`src/rtl/bky_unload_fsm_if.sv`:
```
// bky_unload_fsm_if: handshake bundle between the unload sequencer, the chain tail and the readback FIFO
//   START     : readback request (level, held until UNLD_DONE)
//   SDI       : serial data from the chain tail
//   FULL      : readback FIFO full
//   SHFT_ENA  : chain shift enable
//   WRENA     : FIFO write strobe, one cycle per word
//   DOUT      : assembled 16-bit word
//   UNLD_DONE : readback complete
interface bky_unload_fsm_if;
    logic        START;
    logic        SDI;
    logic        FULL;
    logic        SHFT_ENA;
    logic        WRENA;
    logic [15:0] DOUT;
    logic        UNLD_DONE;
    modport master (output START, SDI, FULL, input SHFT_ENA, WRENA, DOUT, UNLD_DONE);
    modport slave  (input START, SDI, FULL, output SHFT_ENA, WRENA, DOUT, UNLD_DONE);
endinterface

```
`src/rtl/bky_unload_fsm.sv`:
```
// bky_unload_fsm: TMR readback sequencer that shifts the config chain out MSB-first into 16-bit FIFO words
//   CLK : clock, all registers update on the falling edge
//   RST : asynchronous active-high reset
//   bus : slave side of bky_unload_fsm_if (START/SDI/FULL in, SHFT_ENA/WRENA/DOUT/UNLD_DONE out)
module bky_unload_fsm #(
    parameter int NWORDS = 18,
    parameter int WIDTH  = 16
) (
    input logic             CLK,
    input logic             RST,
    bky_unload_fsm_if.slave bus
);
    localparam logic [2:0] IDLE      = 3'd0;
    localparam logic [2:0] SHIFT     = 3'd1;
    localparam logic [2:0] WAIT4ROOM = 3'd2;
    localparam logic [2:0] WRITE     = 3'd3;
    localparam logic [2:0] DONE      = 3'd4;
    logic [2:0]       st_v;
    logic [3:0]       scnt_v;
    logic [4:0]       loop_v;
    logic [WIDTH-2:0] sr_v;
    logic [WIDTH-1:0] dout_v;
    logic             shft_v;
    logic             wr_v;
    logic             done_v;
    // Each copy derives its next value from the voted state, so an upset copy is rewritten on the next edge.
    for (genvar i = 0; i < 3; i++) begin : g_tmr
        logic [2:0]       st_q, st_n;
        logic [3:0]       scnt_q, scnt_n;
        logic [4:0]       loop_q, loop_n;
        logic [WIDTH-2:0] sr_q, sr_n;
        logic [WIDTH-1:0] dout_q, dout_n;
        logic             shft_q, wr_q, done_q;
        always_comb begin
            st_n   = st_v;
            scnt_n = scnt_v;
            loop_n = loop_v;
            sr_n   = sr_v;
            dout_n = dout_v;
            case (st_v)
                IDLE: begin
                    st_n   = bus.START ? SHIFT : IDLE;
                    scnt_n = bus.START ? 4'd0 : scnt_v;
                    loop_n = bus.START ? 5'd0 : loop_v;
                end
                SHIFT: begin
                    sr_n   = {sr_v[WIDTH-3:0], bus.SDI};
                    scnt_n = scnt_v + 4'd1;
                    if (scnt_v == 4'd15) begin
                        st_n   = bus.FULL ? WAIT4ROOM : WRITE;
                        dout_n = {sr_v, bus.SDI};
                    end
                end
                WAIT4ROOM: st_n = bus.FULL ? WAIT4ROOM : WRITE;
                WRITE: begin
                    st_n   = (loop_v == 5'(NWORDS - 1)) ? DONE : SHIFT;
                    loop_n = (loop_v == 5'(NWORDS - 1)) ? loop_v : loop_v + 5'd1;
                end
                DONE: st_n = bus.START ? DONE : IDLE;
                default: st_n = IDLE;
            endcase
        end
        // Flags are registered from the next state so they cover the whole cycle of that state.
        always_ff @(negedge CLK or posedge RST) begin
            if (RST) begin
                st_q   <= IDLE;
                scnt_q <= '0;
                loop_q <= '0;
                sr_q   <= '0;
                dout_q <= '0;
                shft_q <= 1'b0;
                wr_q   <= 1'b0;
                done_q <= 1'b0;
            end else begin
                st_q   <= st_n;
                scnt_q <= scnt_n;
                loop_q <= loop_n;
                sr_q   <= sr_n;
                dout_q <= dout_n;
                shft_q <= (st_n == SHIFT);
                wr_q   <= (st_n == WRITE);
                done_q <= (st_n == DONE);
            end
        end
    end
    always_comb begin
        st_v   = (g_tmr[0].st_q & g_tmr[1].st_q) | (g_tmr[0].st_q & g_tmr[2].st_q) | (g_tmr[1].st_q & g_tmr[2].st_q);
        scnt_v = (g_tmr[0].scnt_q & g_tmr[1].scnt_q) | (g_tmr[0].scnt_q & g_tmr[2].scnt_q) | (g_tmr[1].scnt_q & g_tmr[2].scnt_q);
        loop_v = (g_tmr[0].loop_q & g_tmr[1].loop_q) | (g_tmr[0].loop_q & g_tmr[2].loop_q) | (g_tmr[1].loop_q & g_tmr[2].loop_q);
        sr_v   = (g_tmr[0].sr_q & g_tmr[1].sr_q) | (g_tmr[0].sr_q & g_tmr[2].sr_q) | (g_tmr[1].sr_q & g_tmr[2].sr_q);
        dout_v = (g_tmr[0].dout_q & g_tmr[1].dout_q) | (g_tmr[0].dout_q & g_tmr[2].dout_q) | (g_tmr[1].dout_q & g_tmr[2].dout_q);
        shft_v = (g_tmr[0].shft_q & g_tmr[1].shft_q) | (g_tmr[0].shft_q & g_tmr[2].shft_q) | (g_tmr[1].shft_q & g_tmr[2].shft_q);
        wr_v   = (g_tmr[0].wr_q & g_tmr[1].wr_q) | (g_tmr[0].wr_q & g_tmr[2].wr_q) | (g_tmr[1].wr_q & g_tmr[2].wr_q);
        done_v = (g_tmr[0].done_q & g_tmr[1].done_q) | (g_tmr[0].done_q & g_tmr[2].done_q) | (g_tmr[1].done_q & g_tmr[2].done_q);
    end
    assign bus.SHFT_ENA  = shft_v;
    assign bus.WRENA     = wr_v;
    assign bus.DOUT      = dout_v;
    assign bus.UNLD_DONE = done_v;
endmodule
```
`src/flat_wrapper.sv`:
```
// flat-port wrapper written by rule: the top's interface ports become plain ports
module bky_unload_fsm_flat 
#(
    parameter int NWORDS = 18,
    parameter int WIDTH  = 16
)
  (CLK, RST, bus_START, bus_SDI, bus_FULL, bus_SHFT_ENA, bus_WRENA, bus_DOUT, bus_UNLD_DONE);
  bky_unload_fsm_if bus_i ();
  input logic CLK;
  input logic RST;
  input wire logic [$bits(bus_i.START)-1:0] bus_START;
  input wire logic [$bits(bus_i.SDI)-1:0] bus_SDI;
  input wire logic [$bits(bus_i.FULL)-1:0] bus_FULL;
  output wire logic [$bits(bus_i.SHFT_ENA)-1:0] bus_SHFT_ENA;
  output wire logic [$bits(bus_i.WRENA)-1:0] bus_WRENA;
  output wire logic [$bits(bus_i.DOUT)-1:0] bus_DOUT;
  output wire logic [$bits(bus_i.UNLD_DONE)-1:0] bus_UNLD_DONE;
  assign bus_i.START = bus_START;
  assign bus_i.SDI = bus_SDI;
  assign bus_i.FULL = bus_FULL;
  assign bus_SHFT_ENA = bus_i.SHFT_ENA;
  assign bus_WRENA = bus_i.WRENA;
  assign bus_DOUT = bus_i.DOUT;
  assign bus_UNLD_DONE = bus_i.UNLD_DONE;
  bky_unload_fsm #(.NWORDS(NWORDS), .WIDTH(WIDTH)) u_core (.CLK(CLK), .RST(RST), .bus(bus_i));
endmodule
```
`config.mk`:
```
export PLATFORM = sky130hd
export DESIGN_NAME = bky_unload_fsm_flat
export DESIGN_NICKNAME = d
export VERILOG_FILES = /design/src/rtl/bky_unload_fsm_if.sv /design/src/rtl/bky_unload_fsm.sv /design/src/flat_wrapper.sv
export SDC_FILE = /design/constraint.sdc
export NUM_CORES = 1
export LEC_CHECK = 0
export CAP_MARGIN = 20
export CORE_AREA = 2 2 78 80
export DETAILED_ROUTE_END_ITERATION = 10
export DIE_AREA = 0 0 80 82
export PLACE_DENSITY = 0.55
export SETUP_SLACK_MARGIN = 0.02
export SYNTH_ARGS = -nofsm -noshare
export SYNTH_HDL_FRONTEND = slang
export SYNTH_SLANG_ARGS = --single-unit
export TNS_END_PERCENT = 5
```
`constraint.sdc`:
```
create_clock -name CLK -period 1.81 [get_ports CLK]
set_clock_uncertainty 0.05 [all_clocks]
set_input_delay 0.362 -clock CLK [delete_from_list [all_inputs] [get_ports CLK]]
set_output_delay 0.362 -clock CLK [all_outputs]
set_load 0.01 [all_outputs]
```
==> flow_summary.toml, run 1 <==
[die]
die_y_um = 82
start_util_pct = 33.84
die_w_um = 80
core_sq_um = 5746
pin_count = 24
std_cell_rows = 28
die_area_sq_um = 6560

[status]
status = "complete, but fails checks"
violations = "setup timing"

[pwr]
p_leak_uw = 0.001127
vdd_drop_max_mv = 0.7077
power_uw = 4159
power_density_nw_per_um2 = 1700

[clock_network]
clockRootBuffer = "clkbuf_8"
clock_latency_ns = 0.30
cts_tree = "done"
cts.sinks = 46
cts_buffers = 5
clkTransAtPathRegs_ns = 0.06
htreeDepth = 2
cts_buffer_depth = 2

[final_layout]
area_delta_synth_final_pct = 25.80
fin_util_pct = 42.57
multi_input_area_sq_um = 762.0
register_area_sq_um = 1151
antenna_cells = 0
layout_commonest_cell = "dfrtn_1"
fin_nets = 180
drive_gt1_share_pct = 49.13
stdcell_count = 248
nFillCells = 546
layout_common_cells = "dfrtn_1 (46), mux2_2 (31), buf_2 (17)"

[placement]
gp_congestion = 0.7897
port_buffers = 23
place_hpwl_mm = 2.311
pre_cts_ws_ns = -0.8641
numPlacedInstances = 237

[route]
drc = 0
routed_wl_mm = 3.342
firstDrtPassIters = 4
dr_total_vias = 1175
drt_iter0_drc = 74
viasPerCell = 4.738
ant_nets = 0
wl_per_cell_um = 13.48

[worst_setup_path]
crit_type = "reg2out"
worst-path-buf-inv = 1
path_cells = "buf_6"
endpoint = "bus_DOUT[15]"
cp.arrival_ns = 1.76
r2r_slack_ns = 0.09
cp-startpoint = "u_core.g_tmr[1].dout_q[15]"
path_depth = 1
cp.required_ns = 1.40
crit_path_top_delay_cell = "dfrtn_1"
critPathMaxStageDelay_ns = 0.44
startpoint_type = "flop"
cp_top_family = "flip-flops"
cp-end-kind = "primary output"
r2r_end = "u_core.g_tmr[1].dout_q[10]"
critPathMaxFanout = 2
reg2regPathDepth = 5
rr_startpoint = "u_core.g_tmr[0].scnt_q[0]"

[timing]
worst_slack_ns = -0.3593
hold_viol_final = 0
rsz0062_at_grt = "yes"
drv_slew = 0
tightest_slew_ns = 0.4873
maxSlewHeadroom_pct = 67.51
setup_viol = 23

[synth]
syn_avg_cell_area_sq_um = 14.40
ys_seq_area_share_pct = 59.20
synth_area_leaders = "dfrtn_1 (59%), mux2_2 (19%), ha_1 (1.9%)"
ys_ff_latch = 46
syn-num-nets = 143
yosysTopAreaCellShare_pct = 59.20
synthCells = 135
yosys_warnings = 0
synth_top_area_cell = "dfrtn_1"
netlist_area_sq_um = 1944
synth_cell_types = 29

[grt]
grt_overflow = 0
grt_pass1_wl_mm = 5.802
grt_max_degree = 24
track_usage_pct = 11.59
grt_pass1_vias = 1274
antenna_found_initial = 0

[hold_path]
hold_start = "u_core.g_tmr[1].dout_q[11]"
hold_path_class = "reg2reg"

[job]
timing.max_cap.violations = 0
-- cell type report --
type	count	share of cell area, %
clock buffer	6	3.376
timing repair buffer	35	11.20
tap	75	3.836
sequential	46	47.06
multi-input combinational	79	31.15
clock inverter	2	2.455
inverter	5	0.9207
-- metrics by stage --
stage	setup TNS, ns	hold slack [ns]	instance area, sq um
after floorplan	-1.241	0.3854	1948
after global placement	-18.52	0.3875	2327
after detailed placement	-18.87	0.3948	2327
after CTS	-6.760	0.3957	2425
after global routing	-7.378	0.4080	2446
final	-6.469	0.3882	2446
-- repair_timing --
action | CTS | global route
resized for setup | 92 | 8
pin swaps | 3 | 0
hold buffers | 0 | 0
setup endpoints to repair | 35 | 45
buffers inserted | 3 | 0
-- power by group --
group	switching (uW)	internal, uW	leakage, uW	total [uW]
clock network	343	589	0.0000714	932
logic	561	813	0.000497	1370
registers	332	1520	0.000559	1850
-- flip-flops by register name, summed over array words and instances (netlist names) --
| signal | flops |
|---|---|
| u_core.g_tmr.shft_q | 1 |
| u_core.g_tmr.loop_q | 5 |
| u_core.g_tmr.st_q | 3 |
| u_core.g_tmr.done_q | 1 |
| u_core.g_tmr.wr_q | 1 |
| u_core.g_tmr.scnt_q | 4 |
| u_core.g_tmr.sr_q | 15 |
| u_core.g_tmr.dout_q | 16 |
-- cell usage after synthesis --
cell and instances:
buf_8 1, dfrtn_1 46, ha_1 3, a22o_1 4
a21oi_1 2, nor4_1 2, nor2b_2 1, o22ai_1 2
mux2i_1 2, nor3b_1 2, buf_2 1, o21ai_0 4
o21bai_1 1, and2_0 1, inv_1 5, mux2_2 32
nand2_1 3, a32oi_1 1, buf_4 1, nand4bb_1 1
nand3_1 3, xnor2_1 2, nor3_4 2, mux2_1 1
nand4_4 1, and3b_1 1, a21o_1 3, nor2_1 5
buf_6 2
-- cell families after synthesis --
family | after synthesis | synth area share, %
AOI/OAI and AO/OA | 17 | 5.984
DFF | 46 | 59.20
and+or+nand+nor | 22 | 8.301
muxes | 35 | 20.14
xor gates and xnor gates | 2 | 0.9011
buffers and inverters | 10 | 3.539
adders and majority gates | 3 | 1.931
-- worst min-delay path by stage --
| stage | endpoint | cells after the start |
|---|---|---|
| after global routing | u_core.g_tmr[1].dout_q[11] | 1 |
| final | u_core.g_tmr[1].dout_q[11] | 1 |
| after floorplan | u_core.g_tmr[1].sr_q[14] | 1 |
| after global placement | u_core.g_tmr[1].dout_q[11] | 1 |
| after detailed placement | u_core.g_tmr[1].dout_q[11] | 1 |
| after CTS | u_core.g_tmr[1].dout_q[11] | 1 |
-- routing by layer --
layer | GRT usage (%) | share of wire [%]
met1 | 14.68 | 45
met2 | 18.00 | 48
met3 | 3.626 | 4.5
met4 | 5.763 | 2.5
met5 | 0 | 0
No activity file was read; power rests on OpenSTA's default activity.
==> run 2: changes to the inputs <==
CELL_PAD_IN_SITES_DETAIL_PLACEMENT = 1   (was unset)
CELL_PAD_IN_SITES_GLOBAL_PLACEMENT = 2   (was unset)
CORE_AREA = 2 2 79 81   (was 2 2 78 80)
CTS_BUF_LIST = sky130_fd_sc_hd__clkbuf_16   (was unset)
DIE_AREA = 0 0 81 83   (was 0 0 80 82)
GPL_ROUTABILITY_DRIVEN = 0   (was unset)
PLACE_DENSITY = 0.72   (was 0.55)
==> flow_summary.toml, run 2 (same netlist as run 1, synthesis figures left out) <==
[route]
routed_wl_mm = 3.785
firstDrtPassIters = 2
dr_total_vias = 1191
drt_iter0_drc = 25
ant_nets = 0
viasPerCell = 4.822
wl_per_cell_um = 15.32
drc = 0

[die]
die_w_um = 81
die_area_sq_um = 6723
die_y_um = 83
pin_count = 24
core_sq_um = 5816
start_util_pct = 33.43
std_cell_rows = 28

[timing]
worst_slack_ns = -0.3553
drv_slew = 0
tightest_slew_ns = 0.5223
hold_viol_final = 0
setup_viol = 19
rsz0062_at_grt = "yes"
maxSlewHeadroom_pct = 65.18
hold_ws_ns = 0.3846

[final_layout]
largest-register = "u_core.g_tmr.dout_q"
fin_util_pct = 42.56
stdcell_area_sq_um = 2475
stdcell_count = 247
area_delta_synth_final_pct = 27.28
drive_gt1_share_pct = 48.84
layout_common_cells = "dfrtn_1 (46), mux2_2 (31), buf_2 (17)"
fin_nets = 179
layout_commonest_cell = "dfrtn_1"
largest_reg_flops = 16
top_regs = "u_core.g_tmr.dout_q: 16 flops, u_core.g_tmr.sr_q: 15 flops, u_core.g_tmr.loop_q: 5 flops"
antenna_cells = 0

[grt]
grt_pass1_wl_mm = 6.603
track_usage_pct = 12.81
grt_pass1_vias = 1376
use_met3_pct = 3.478
grt-busiest-layer = "met2"
grt_use_met2_pct = 20.59
antenna_found_initial = 0
grt_max_degree = 20
use_met1_pct = 16.16
grt_overflow = 0

[placement]
port_buffers = 23
place_area_sq_um = 2342
place_hpwl_mm = 2.733
numPlacedInstances = 239
pre_cts_ws_ns = -0.8884

[pwr]
vdd_drop_max_mv = 0.7143
switching_share_pct = 30.37
intPower_uw = 2970
pwr-share-clk_pct = 23.9
p_seq_share_pct = 43.6
p_comb_share_pct = 32.4
power_density_nw_per_um2 = 1724
p_leak_uw = 0.001141
p_sw_uw = 1296

[status]
status = "complete, but fails checks"
violations = "setup timing"

[worst_setup_path]
cp-end-kind = "primary output"
critPathMaxStageDelay_ns = 0.41
crit_path_top_delay_cell = "dfrtn_1"
cp_top_family = "flip-flops"
path_cells = "buf_2"
crit_type = "reg2out"
critPathMaxFanout = 2
worst-path-buf-inv = 1
cp.required_ns = 1.40
cp.arrival_ns = 1.75
startpoint_type = "flop"
r2r_slack_ns = 0.08

[clock_network]
cts_buffer_depth = 2
cts_buffers = 5
cts.sinks = 46
htreeDepth = 2
cts_tree = "done"
clock_latency_ns = 0.31
clkTransAtPathRegs_ns = 0.05
clockRootBuffer = "clkbuf_16"

[hold_path]
hold_path_class = "reg2reg"

[job]
timing.max_cap.violations = 0
[run 2: cell types whose count changed in the layout (fill, tap and decap cells not counted), sizes merged]
cell / previous run / this run
clkinv: 0 / 2
buf: 32 / 31
bufinv: 2 / 1
clkbuf: 7 / 6
[run 2: power by group through the flow]
stage | Clock [uW] | Sequential [uW] | Combinational [uW]
after floorplan | 0 | 1860 | 873
after global placement | 0 | 1840 | 1470
after detailed placement | 0 | 1870 | 1530
after CTS | 1050 | 1860 | 1390
after global routing | 1090 | 1940 | 1540
final | 1020 | 1860 | 1380
[run 2: final cells by class]
cell class              instances  area, sq um
well taps                      75        93.84
fillers                       635         3341
inverters                       5        22.52
repair buffers                 34        262.8
flip-flops and latches         46         1151
clock buffers                   5        125.1
multi-input cells              79        779.5
clock inverters                 3        40.04
[run 2: path summary, 6_finish.rpt]
kind | endpoint | cells past startpoint | startpoint
min in group asynchronous | u_core.g_tmr[2].wr_q | 3 | RST
worst max-delay path | bus_DOUT[3] | 1 | u_core.g_tmr[1].dout_q[3]
max in group asynchronous | u_core.g_tmr[0].loop_q[2] | 3 | RST
worst min register to register | u_core.g_tmr[1].dout_q[11] | 1 | u_core.g_tmr[1].dout_q[11]
worst max register to register | u_core.g_tmr[1].dout_q[3] | 5 | u_core.g_tmr[0].scnt_q[0]
worst min-delay path | u_core.g_tmr[1].dout_q[11] | 1 | u_core.g_tmr[1].dout_q[11]
[run 2: layer usage]
metal | share of wire [%] | routed length (um) | vias up
met5 | 0 | 0 | -
met4 | 1.3 | 50 | 0
met3 | 4.0 | 152 | 7
met2 | 51 | 1929 | 19
met1 | 44 | 1653 | 612
li1 | - | - | 553
[run 2: what timing repair did]
action / 4_1_cts / 5_1_grt
buffers inserted: 0 / 0
endpoints found under the hold margin: 0 / 0
hold buffers: 0 / 0
pin swaps: 2 / 3
gates resized for setup: 94 / 7
endpoints found under the setup margin: 39 / 41
[run 2: stage by stage]
stage / setup TNS, ns / power [uW]
floorplan: -1.241 / 2735
CTS: -6.717 / 4301
global placement: -18.08 / 3310
detailed placement: -18.72 / 3397
finish: -6.442 / 4265
global route: -7.112 / 4569
==> run 3: changes to the inputs <==
CAP_MARGIN = unset   (was 20)
CELL_PAD_IN_SITES_DETAIL_PLACEMENT = 0   (was 1)
CELL_PAD_IN_SITES_GLOBAL_PLACEMENT = 1   (was 2)
CORE_AREA = 2 2 78 80   (was 2 2 79 81)
DIE_AREA = 0 0 80 82   (was 0 0 81 83)
PLACE_DENSITY = 0.64   (was 0.72)
==> flow_summary.toml, run 3 (same netlist as run 1, synthesis figures left out) <==
[clock_network]
cts.sinks = 46
clockRootBuffer = "clkbuf_16"
cts_hold_buf = 0
htreeDepth = 2
cts_buffer_depth = 2
clkTransAtPathRegs_ns = 0.05
cts_tree = "done"
cts_buffers = 5
clock_latency_ns = 0.30

[final_layout]
drive_gt1_share_pct = 47.40
largest_reg_flops = 16
largest-register = "u_core.g_tmr.dout_q"
layout_common_cells = "dfrtn_1 (46), mux2_2 (31), buf_2 (18)"
fin_util_pct = 42.99
stdcell_area_sq_um = 2470
antenna_cells = 0
top_regs = "u_core.g_tmr.dout_q: 16 flops, u_core.g_tmr.sr_q: 15 flops, u_core.g_tmr.loop_q: 5 flops"
layout_commonest_cell = "dfrtn_1"
fin_nets = 180
area_delta_synth_final_pct = 27.03

[timing]
hold_viol_final = 0
worst_slack_ns = -0.3508
setup_viol = 21
maxSlewHeadroom_pct = 69.88
tightest_slew_ns = 0.4518
drv_slew = 0
hold_ws_ns = 0.3890
rsz0062_at_grt = "yes"

[worst_setup_path]
crit_type = "reg2out"
cp.required_ns = 1.40
cp_top_family = "flip-flops"
worst-path-buf-inv = 1
crit_path_top_delay_cell = "dfrtn_1"
startpoint_type = "flop"
critPathMaxStageDelay_ns = 0.41
path_cells = "buf_2"
critPathMaxFanout = 2
cp-end-kind = "primary output"
cp.arrival_ns = 1.75

[grt]
use_met3_pct = 4.615
use_met1_pct = 15.56
track_usage_pct = 11.96
grt_pass1_vias = 1272
grt-busiest-layer = "met2"
grt_use_met2_pct = 18.58
grt_overflow = 0
grt_pass1_wl_mm = 6.009
grt_max_degree = 20
antenna_found_initial = 0

[die]
die_area_sq_um = 6560
die_w_um = 80
std_cell_rows = 28
pin_count = 24
core_sq_um = 5746
die_y_um = 82
start_util_pct = 33.84

[status]
violations = "setup timing"
status = "complete, but fails checks"

[hold_path]
hold_path_class = "reg2reg"

[pwr]
power_density_nw_per_um2 = 1718
p_leak_uw = 0.001140
vdd_drop_max_mv = 0.8018
power_uw = 4243

[job]
timing.max_cap.violations = 0

[route]
viasPerCell = 4.685
ant_nets = 0
routed_wl_mm = 3.365
dr_total_vias = 1162
firstDrtPassIters = 4
drc = 0
drt_iter0_drc = 78
wl_per_cell_um = 13.57

[placement]
place_area_sq_um = 2335
place_hpwl_mm = 2.342
port_buffers = 23
[run 3: worst register-to-register path: cells and delay by family, from the launching register on]
family | cells | cell delay, ns
fa+ha+maj | 1 | 0.23
flops | 1 | 0.44
mux | 1 | 0.35
buf+inv | 1 | 0.18
simple gates | 2 | 0.30
[run 3: final cells by class]
| class | instances | area (sq um) |
|---|---|---|
| repair buffers | 35 | 269.0 |
| fillers | 542 | 3276 |
| multi-input cells | 79 | 767.0 |
| inverters | 5 | 22.52 |
| flip-flops and latches | 46 | 1151 |
| clock inverters | 3 | 41.29 |
| clock buffers | 5 | 125.1 |
| well taps | 75 | 93.84 |
[run 3: path summary, 6_finish.rpt]
path                                            start                         end  slack [ns]  depth (start not counted)
max in group asynchronous                         RST      u_core.g_tmr[2].shft_q        0.30                          3
min in group asynchronous                         RST   u_core.g_tmr[0].scnt_q[2]        1.06                          2
min                        u_core.g_tmr[1].dout_q[11]  u_core.g_tmr[1].dout_q[11]        0.39                          1
min reg2reg                u_core.g_tmr[1].dout_q[11]  u_core.g_tmr[1].dout_q[11]        0.39                          1
max                         u_core.g_tmr[1].dout_q[7]                 bus_DOUT[7]       -0.35                          1
max reg2reg                 u_core.g_tmr[0].scnt_q[0]   u_core.g_tmr[1].dout_q[1]        0.11                          5
[run 3: timing repair]
item | CTS | global route
resized for setup | 91 | 6
buffers inserted | 2 | 0
endpoints found under the setup margin | 35 | 28
pin swaps | 3 | 1
[run 3: layer usage]
metal	vias up	share of wire [%]
li1	558	-
met1	582	49
met2	20	45
met3	2	4.8
met4	0	0.80
met5	-	0
[run 3: report_power, final]
| part | total [uW] | leakage, uW | internal (uW) | switching (uW) |
|---|---|---|---|---|
| combinational | 1380 | 0.000500 | 812 | 564 |
| sequential | 1850 | 0.000559 | 1520 | 325 |
| clock | 1020 | 0.0000812 | 646 | 372 |
[run 3: stage by stage]
stage          std cells  setup TNS (ns)  worst slack (ns)
5_1_grt              248          -7.372           -0.3998
6_report             248          -6.407           -0.3508
2_1_floorplan        135          -1.241           -0.2962
3_3_place_gp         238          -19.30           -0.7910
4_1_cts              248          -6.720           -0.3641
3_5_place_dp         238          -19.27           -0.8234
